**src/rtl/riscv_pkg.sv**
```systemverilog
// riscv_pkg: shared RV32I opcodes, instruction field layout and default reset PC
package riscv_pkg;
    localparam logic [6:0] OP_LOAD   = 7'b0000011;
    localparam logic [6:0] OP_IMM    = 7'b0010011;
    localparam logic [6:0] OP_AUIPC  = 7'b0010111;
    localparam logic [6:0] OP_STORE  = 7'b0100011;
    localparam logic [6:0] OP_REG    = 7'b0110011;
    localparam logic [6:0] OP_LUI    = 7'b0110111;
    localparam logic [6:0] OP_BRANCH = 7'b1100011;
    localparam logic [6:0] OP_JAL    = 7'b1101111;
    localparam logic [6:0] OP_JALR   = 7'b1100111;

    localparam logic [31:0] DEFAULT_RESET_PC = 32'h0000_0000;

    typedef struct packed {
        logic [6:0] funct7;
        logic [4:0] rs2;
        logic [4:0] rs1;
        logic [2:0] funct3;
        logic [4:0] rd;
        logic [6:0] opcode;
    } instr_t;
endpackage

```
**src/rtl/fetch_fifo.sv**
```systemverilog
// fetch_fifo: synchronous circular FIFO with flush; head is read combinationally
module fetch_fifo #(
    parameter int DEPTH = 2,
    parameter int WIDTH = 64,
    localparam int CW = $clog2(DEPTH + 1),
    localparam int AW = (DEPTH > 1) ? $clog2(DEPTH) : 1
) (
    input  logic             clk,
    input  logic             rst_n,
    input  logic             flush_i,
    input  logic             push_i,
    input  logic [WIDTH-1:0] wdata_i,
    input  logic             pop_i,
    output logic [WIDTH-1:0] rdata_o,
    output logic [CW-1:0]    count_o
);
    logic [WIDTH-1:0] mem_q [DEPTH];
    logic [AW-1:0]    wr_q, wr_d, rd_q, rd_d;
    logic [CW-1:0]    cnt_q, cnt_d;

    function automatic logic [AW-1:0] inc(input logic [AW-1:0] p);
        return (p == AW'(DEPTH - 1)) ? '0 : p + 1'b1;
    endfunction

    // pointer and occupancy next state; flush wins over push/pop
    always_comb begin
        wr_d  = flush_i ? '0 : push_i ? inc(wr_q) : wr_q;
        rd_d  = flush_i ? '0 : pop_i ? inc(rd_q) : rd_q;
        cnt_d = flush_i ? '0 : cnt_q + CW'(push_i) - CW'(pop_i);
    end

    // pointer and occupancy registers
    always_ff @(posedge clk or negedge rst_n) begin
        if (!rst_n) begin
            wr_q  <= '0;
            rd_q  <= '0;
            cnt_q <= '0;
        end else begin
            wr_q  <= wr_d;
            rd_q  <= rd_d;
            cnt_q <= cnt_d;
        end
    end

    // storage write; contents are only meaningful while counted
    always_ff @(posedge clk) begin
        if (push_i && !flush_i) mem_q[wr_q] <= wdata_i;
    end

    assign rdata_o = mem_q[rd_q];
    assign count_o = cnt_q;
endmodule

```
**src/rtl/instr_fetch_unit.sv**
```systemverilog
// instr_fetch_unit: RV32I fetch stage (PC, imem requests, instruction FIFO, redirect/flush)
// Optional FETCH_MISALIGN_CHK_EN: misaligned redirect target raises misalign_err and halts fetch.
module instr_fetch_unit
    import riscv_pkg::*;
#(
    parameter logic [31:0] RESET_PC  = DEFAULT_RESET_PC,
    parameter int          BUF_DEPTH = 2
) (
    input  logic        clk,
    input  logic        rst_n,
    output logic        imem_req_valid,
    input  logic        imem_req_ready,
    output logic [31:0] imem_req_addr,
    input  logic        imem_rsp_valid,
    input  logic [31:0] imem_rsp_data,
    output logic        instr_valid,
    input  logic        instr_ready,
    output logic [31:0] instr,
    output logic [31:0] instr_pc,
    output logic [6:0]  op,
    output logic [2:0]  funct3,
    output logic        funct7_5,
    input  logic        PCSrc,
    input  logic        JALR_Src,
    input  logic [31:0] redirect_target,
    output logic        misalign_err
);
    localparam int CW = $clog2(BUF_DEPTH + 1);

    logic          run_q, halt;
    logic [31:0]   pc_q, pc_d, tgt, rsp_pc;
    logic [CW-1:0] drop_q, drop_d, outstanding, count;
    logic [63:0]   head;
    logic          pop, redirect, req_fire, push;

    assign tgt            = {redirect_target[31:1], redirect_target[0] & ~JALR_Src};
    assign imem_req_valid = run_q & ~halt & (({1'b0, outstanding} + {1'b0, count}) < (CW + 1)'(BUF_DEPTH));
    assign imem_req_addr  = pc_q;
    assign req_fire       = imem_req_valid & imem_req_ready;
    assign instr_valid    = count != '0;
    assign pop            = instr_valid & instr_ready;
    assign redirect       = pop & (PCSrc | JALR_Src);
    assign push           = imem_rsp_valid & (drop_q == '0);
    assign instr          = instr_valid ? head[31:0] : '0;
    assign instr_pc       = instr_valid ? head[63:32] : '0;
    assign op             = instr[6:0];
    assign funct3         = instr[14:12];
    assign funct7_5       = instr[30];

    // PC and stale-response bookkeeping; redirect overrides the sequential increment
    always_comb begin
        pc_d   = redirect ? (tgt & 32'hFFFF_FFFC) : req_fire ? pc_q + 32'd4 : pc_q;
        drop_d = redirect ? outstanding + CW'(req_fire) - CW'(imem_rsp_valid)
               : (imem_rsp_valid && drop_q != '0) ? drop_q - 1'b1 : drop_q;
    end

    // run starts one clock after reset release; PC and drop counter registers
    always_ff @(posedge clk or negedge rst_n) begin
        if (!rst_n) begin
            run_q  <= 1'b0;
            pc_q   <= RESET_PC;
            drop_q <= '0;
        end else begin
            run_q  <= 1'b1;
            pc_q   <= pc_d;
            drop_q <= drop_d;
        end
    end

`ifdef FETCH_MISALIGN_CHK_EN
    logic err_q;

    // sticky misaligned-redirect error, which also stops further fetching
    always_ff @(posedge clk or negedge rst_n) begin
        if (!rst_n) err_q <= 1'b0;
        else if (redirect && tgt[1:0] != 2'b00) err_q <= 1'b1;
    end

    assign halt         = err_q;
    assign misalign_err = err_q;
`else
    assign halt         = 1'b0;
    assign misalign_err = 1'b0;
`endif

    // PCs of in-flight requests, in issue order; its occupancy is the outstanding count
    fetch_fifo #(.DEPTH(BUF_DEPTH), .WIDTH(32)) u_pcq (
        .clk     (clk),
        .rst_n   (rst_n),
        .flush_i (1'b0),
        .push_i  (req_fire),
        .wdata_i (pc_q),
        .pop_i   (imem_rsp_valid),
        .rdata_o (rsp_pc),
        .count_o (outstanding)
    );

    // returned instructions with their PCs, flushed on redirect
    fetch_fifo #(.DEPTH(BUF_DEPTH), .WIDTH(64)) u_ibuf (
        .clk     (clk),
        .rst_n   (rst_n),
        .flush_i (redirect),
        .push_i  (push),
        .wdata_i ({rsp_pc, imem_rsp_data}),
        .pop_i   (pop),
        .rdata_o (head),
        .count_o (count)
    );
endmodule

```
**config.mk**
```make
export PLATFORM = sky130hd
export DESIGN_NAME = instr_fetch_unit
export DESIGN_NICKNAME = d
export VERILOG_FILES = /design/src/rtl/riscv_pkg.sv /design/src/rtl/fetch_fifo.sv /design/src/rtl/instr_fetch_unit.sv
export SDC_FILE = /design/constraint.sdc
export NUM_CORES = 1
export LEC_CHECK = 0
export ABC_AREA = 0
export BUFFER_PORTS_ARGS = -buffer_cell sky130_fd_sc_hd__buf_2
export CAP_MARGIN = 20
export CORE_ASPECT_RATIO = 1.75
export CORE_MARGIN = 3
export CORE_UTILIZATION = 59
export DETAILED_ROUTE_END_ITERATION = 10
export PLACE_DENSITY = 0.83
export SYNTH_ARGS = -nofsm -noshare
export SYNTH_HDL_FRONTEND = slang
export SYNTH_SLANG_ARGS = --single-unit
```
**constraint.sdc**
```tcl
create_clock -name clk -period 18 [get_ports clk]
set_input_delay 3.6 -clock clk [delete_from_list [all_inputs] [get_ports clk]]
set_output_delay 3.6 -clock clk [all_outputs]
set_load 0.03 [all_outputs]
```
==> flow_summary.yaml <==
synthesis:
  ys_async_sr_fraction_pct: 18.2
  yosysTopAreaCell: "edfxtp_1"
  synth_top_cell_area_share_pct: 59.9
  post_synth_num_cell_types: 42
  netlist_top_cells_area: "edfxtp_1 (60%), dfrtp_1 (11%), mux2i_1 (6.7%)"
  ys_seq_elements: 225
  syn_area_sq_mm: 0.00922
  ys_warn_count: 0
  syn_avg_cell_area_sq_um: 14.7
  synth_edf_count: 184
  syn_inst: 626
  seq_area_frac_synth_pct: 71.0
  ys.flop_type: "edfxtp_1"
floorplanning:
  pin_count: 181
  rows: 59
  die_x_microns: 101
  dieArea_sq_mm: 0.0172
  start_util_pct: 61.2
  die_h_microns: 171
  core_area_sq_mm: 0.0151
cts:
  cts_tree: "built"
  cts_hold_buf: 0
  cts.repair.resized: 0
  cts_buffers: 20
  postCtsSetupRepairBufs: 0
  cts_max_level: 1
  clk_root_buffer_cell: "clkbuf_16"
  clock-sinks: 225
  cts_buffer_depth: 3
  clk_latency_ps: 490
  cts.clk_slew.worst_paths_ps: 70
sta:
  fin_skew_ps: 12.4
  slew_headroom_pct: 26.3
  worstMarginPinSlew_ps: 1110
  final-hold-violation-count: 0
  period_share_pct: 32.5
  grt_setup_unrepaired: "no"
  final-max-slew-violation-count: 0
  setup_violations: 0
  setup_tns_ps: 0
  finalCriticalPeriod_ps: 5850
  max_clock_freq_mhz: 171
detailed_routing:
  vias_per_cell: 5.39
  wire_per_inst_microns: 17.4
  drt_iter0_markers: 216
  ant_nets: 0
  routed_wl_microns: 17200
  drt_first_pass_iters: 5
  vias: 5329
  drc: 0
cells_and_area:
  final_cells: 988
  most-common-layout-cells: "edfxtp_1 (184), buf_2 (173), nor2_1 (76)"
  area_growth_pct: 18.9
  postLayoutCellArea_sq_mm: 0.0110
  final_common_cell: "edfxtp_1"
  drive_gt1_share_pct: 32.9
  fin_nets: 869
  antennaDiodeCount: 0
placed_design:
  io_buffer_count: 173
  routabilityCongestion: 0.830
  hpwl_microns: 11400
  placed_cells: 952
  dpl-instance-area_sq_mm: 0.0102
power:
  p_sw_uw: 787
  p_int_mw: 1.26
  pwr-share-comb_pct: 35.4
  peakVddDrop_mv: 0.202
  sequentialPowerShare_pct: 40.9
  power-per-cell-area_mw_per_mm2: 187
  power.leakage_nw: 4.23
  netSwitchingFraction_pct: 38.4
  clkPwrFrac_pct: 23.7
hold_path:
  hold_path_depth: 1
  hold_path_end: "u_pcq.rd_q"
  hold_start: "u_pcq.rd_q"
  hp-class: "flop to flop"
critical_path:
  crit_required_ps: 14400
  cp.arrival_ps: 2250
  r2r-end: "imem_req_addr[31]"
  cp-end-kind: "output port"
  r2r-start: "u_ibuf.count_o[0]"
  max_stage_delay_ps: 1130
  path_cells: "mux2i_1 -> nor2_1 -> buf_2"
  path_delay_family: "flip-flops"
  cp-start-kind: "flop"
  path_buf_inv: 1
  crit_fanout: 64
  slowest_stage: "dfrtp_4"
  r2r_cells: 9
  ff2ff_setup_slack_ps: 14870
  crit_type: "flop to output port"
flow_run:
  cap_viol_max_count: 0
global_routing:
  grt_pass1_wl_microns: 27700
  grt_pass1_vias: 5628
  grt-ovfl-total: 0
  grt_usage_pct: 20.3
  grt_start_max_net_pins: 65
  antenna_found_initial: 0
outcome:
  run_status: "finished, final reports clean"
[metrics by stage]
stage	worst slack, ps	hold slack, ps	utilization, %	power, mW
finish	12150	470	72.8	2.05
global route	11970	511	72.8	2.15
detailed placement	12320	460	67.6	1.58
global placement	12400	459	67.6	1.55
floorplan	9110	460	-	1.37
CTS	12080	473	72.8	2.07
[cells by family after synthesis]
| family | count (synthesis) | share of synthesized area [%] |
|---|---|---|
| AND/OR/NAND/NOR | 174 | 8.87 |
| AO/OA/AOI/OAI | 35 | 2.02 |
| other | 2 | 0.0814 |
| XOR/XNOR | 37 | 3.51 |
| buffers and inverters | 54 | 3.04 |
| flip-flops | 225 | 71.0 |
| adder cells (fa/ha/maj) | 7 | 1.03 |
| multiplexers | 92 | 10.4 |
[cells in the mapped netlist (2+ instances only)]
master and count:
nor3b_1 2, nand4_1 8, inv_1 13, conb_1 2
and2_1 2, nand2_1 46, dfrtp_1 41, xnor2_1 24
clkbuf_1 14, o21ai_1 6, ha_1 6, mux2i_1 62
buf_4 16, nor3_1 3, xor2_1 13, buf_1 9
edfxtp_1 184, nor2_1 79, nor3_2 6, nand3_1 10
o21ai_0 24, mux2_2 30, nor4_1 3, and3_1 5
[per-layer routing]
metal / part of all wire, % / GRT usage, % / up-vias / wire, microns
li1: - / - / 2564 / -
met1: 38 / 24.3 / 2559 / 6580
met2: 54 / 37.0 / 177 / 9240
met3: 5.5 / 3.00 / 29 / 943
met4: 2.7 / 7.21 / 0 / 462
met5: 0 / 0 / - / 0
[worst max-delay path by stage]
stage / startpoint / end / slack [ps] / cells after the start
detailed placement: JALR_Src / u_ibuf.mem_q[1][17] / 12320 / 4
finish: u_ibuf.rd_q / instr[18] / 12150 / 3
floorplan: instr_ready / u_ibuf.mem_q[0][0] / 9110 / 4
global placement: JALR_Src / u_ibuf.mem_q[1][12] / 12400 / 4
CTS: u_ibuf.rd_q / instr_pc[27] / 12080 / 3
global route: u_ibuf.rd_q / funct3[1] / 11970 / 3
[registers in the layout (all words and copies together) (netlist names)]
signal	flops
u_ibuf.mem_q	124
u_pcq.mem_q	60
imem_req_addr	30
drop_q	2
u_ibuf.count_o	2
u_pcq.count_o	2
run_q	1
u_ibuf.rd_q	1
u_ibuf.wr_q	1
u_pcq.rd_q	1
u_pcq.wr_q	1
[power groups by stage]
| stage | clock (mW) | combinational (mW) | sequential, mW |
|---|---|---|---|
| after floorplan | 0 | 0.515 | 0.856 |
| after global placement | 0 | 0.713 | 0.834 |
| after detailed placement | 0 | 0.730 | 0.846 |
| after CTS | 0.495 | 0.735 | 0.838 |
| after global routing | 0.516 | 0.785 | 0.853 |
| final | 0.486 | 0.725 | 0.837 |
[final cells by class]
class / count / area, sq um
well taps: 183 / 229
repair buffers: 180 / 918
inverters: 13 / 48.8
clock inverters: 10 / 188
fillers: 986 / 4100
clock buffers: 26 / 594
multi-input cells: 351 / 2430
flip-flops and latches: 225 / 6560
Note: power is estimated with default switching activity, not from simulation.
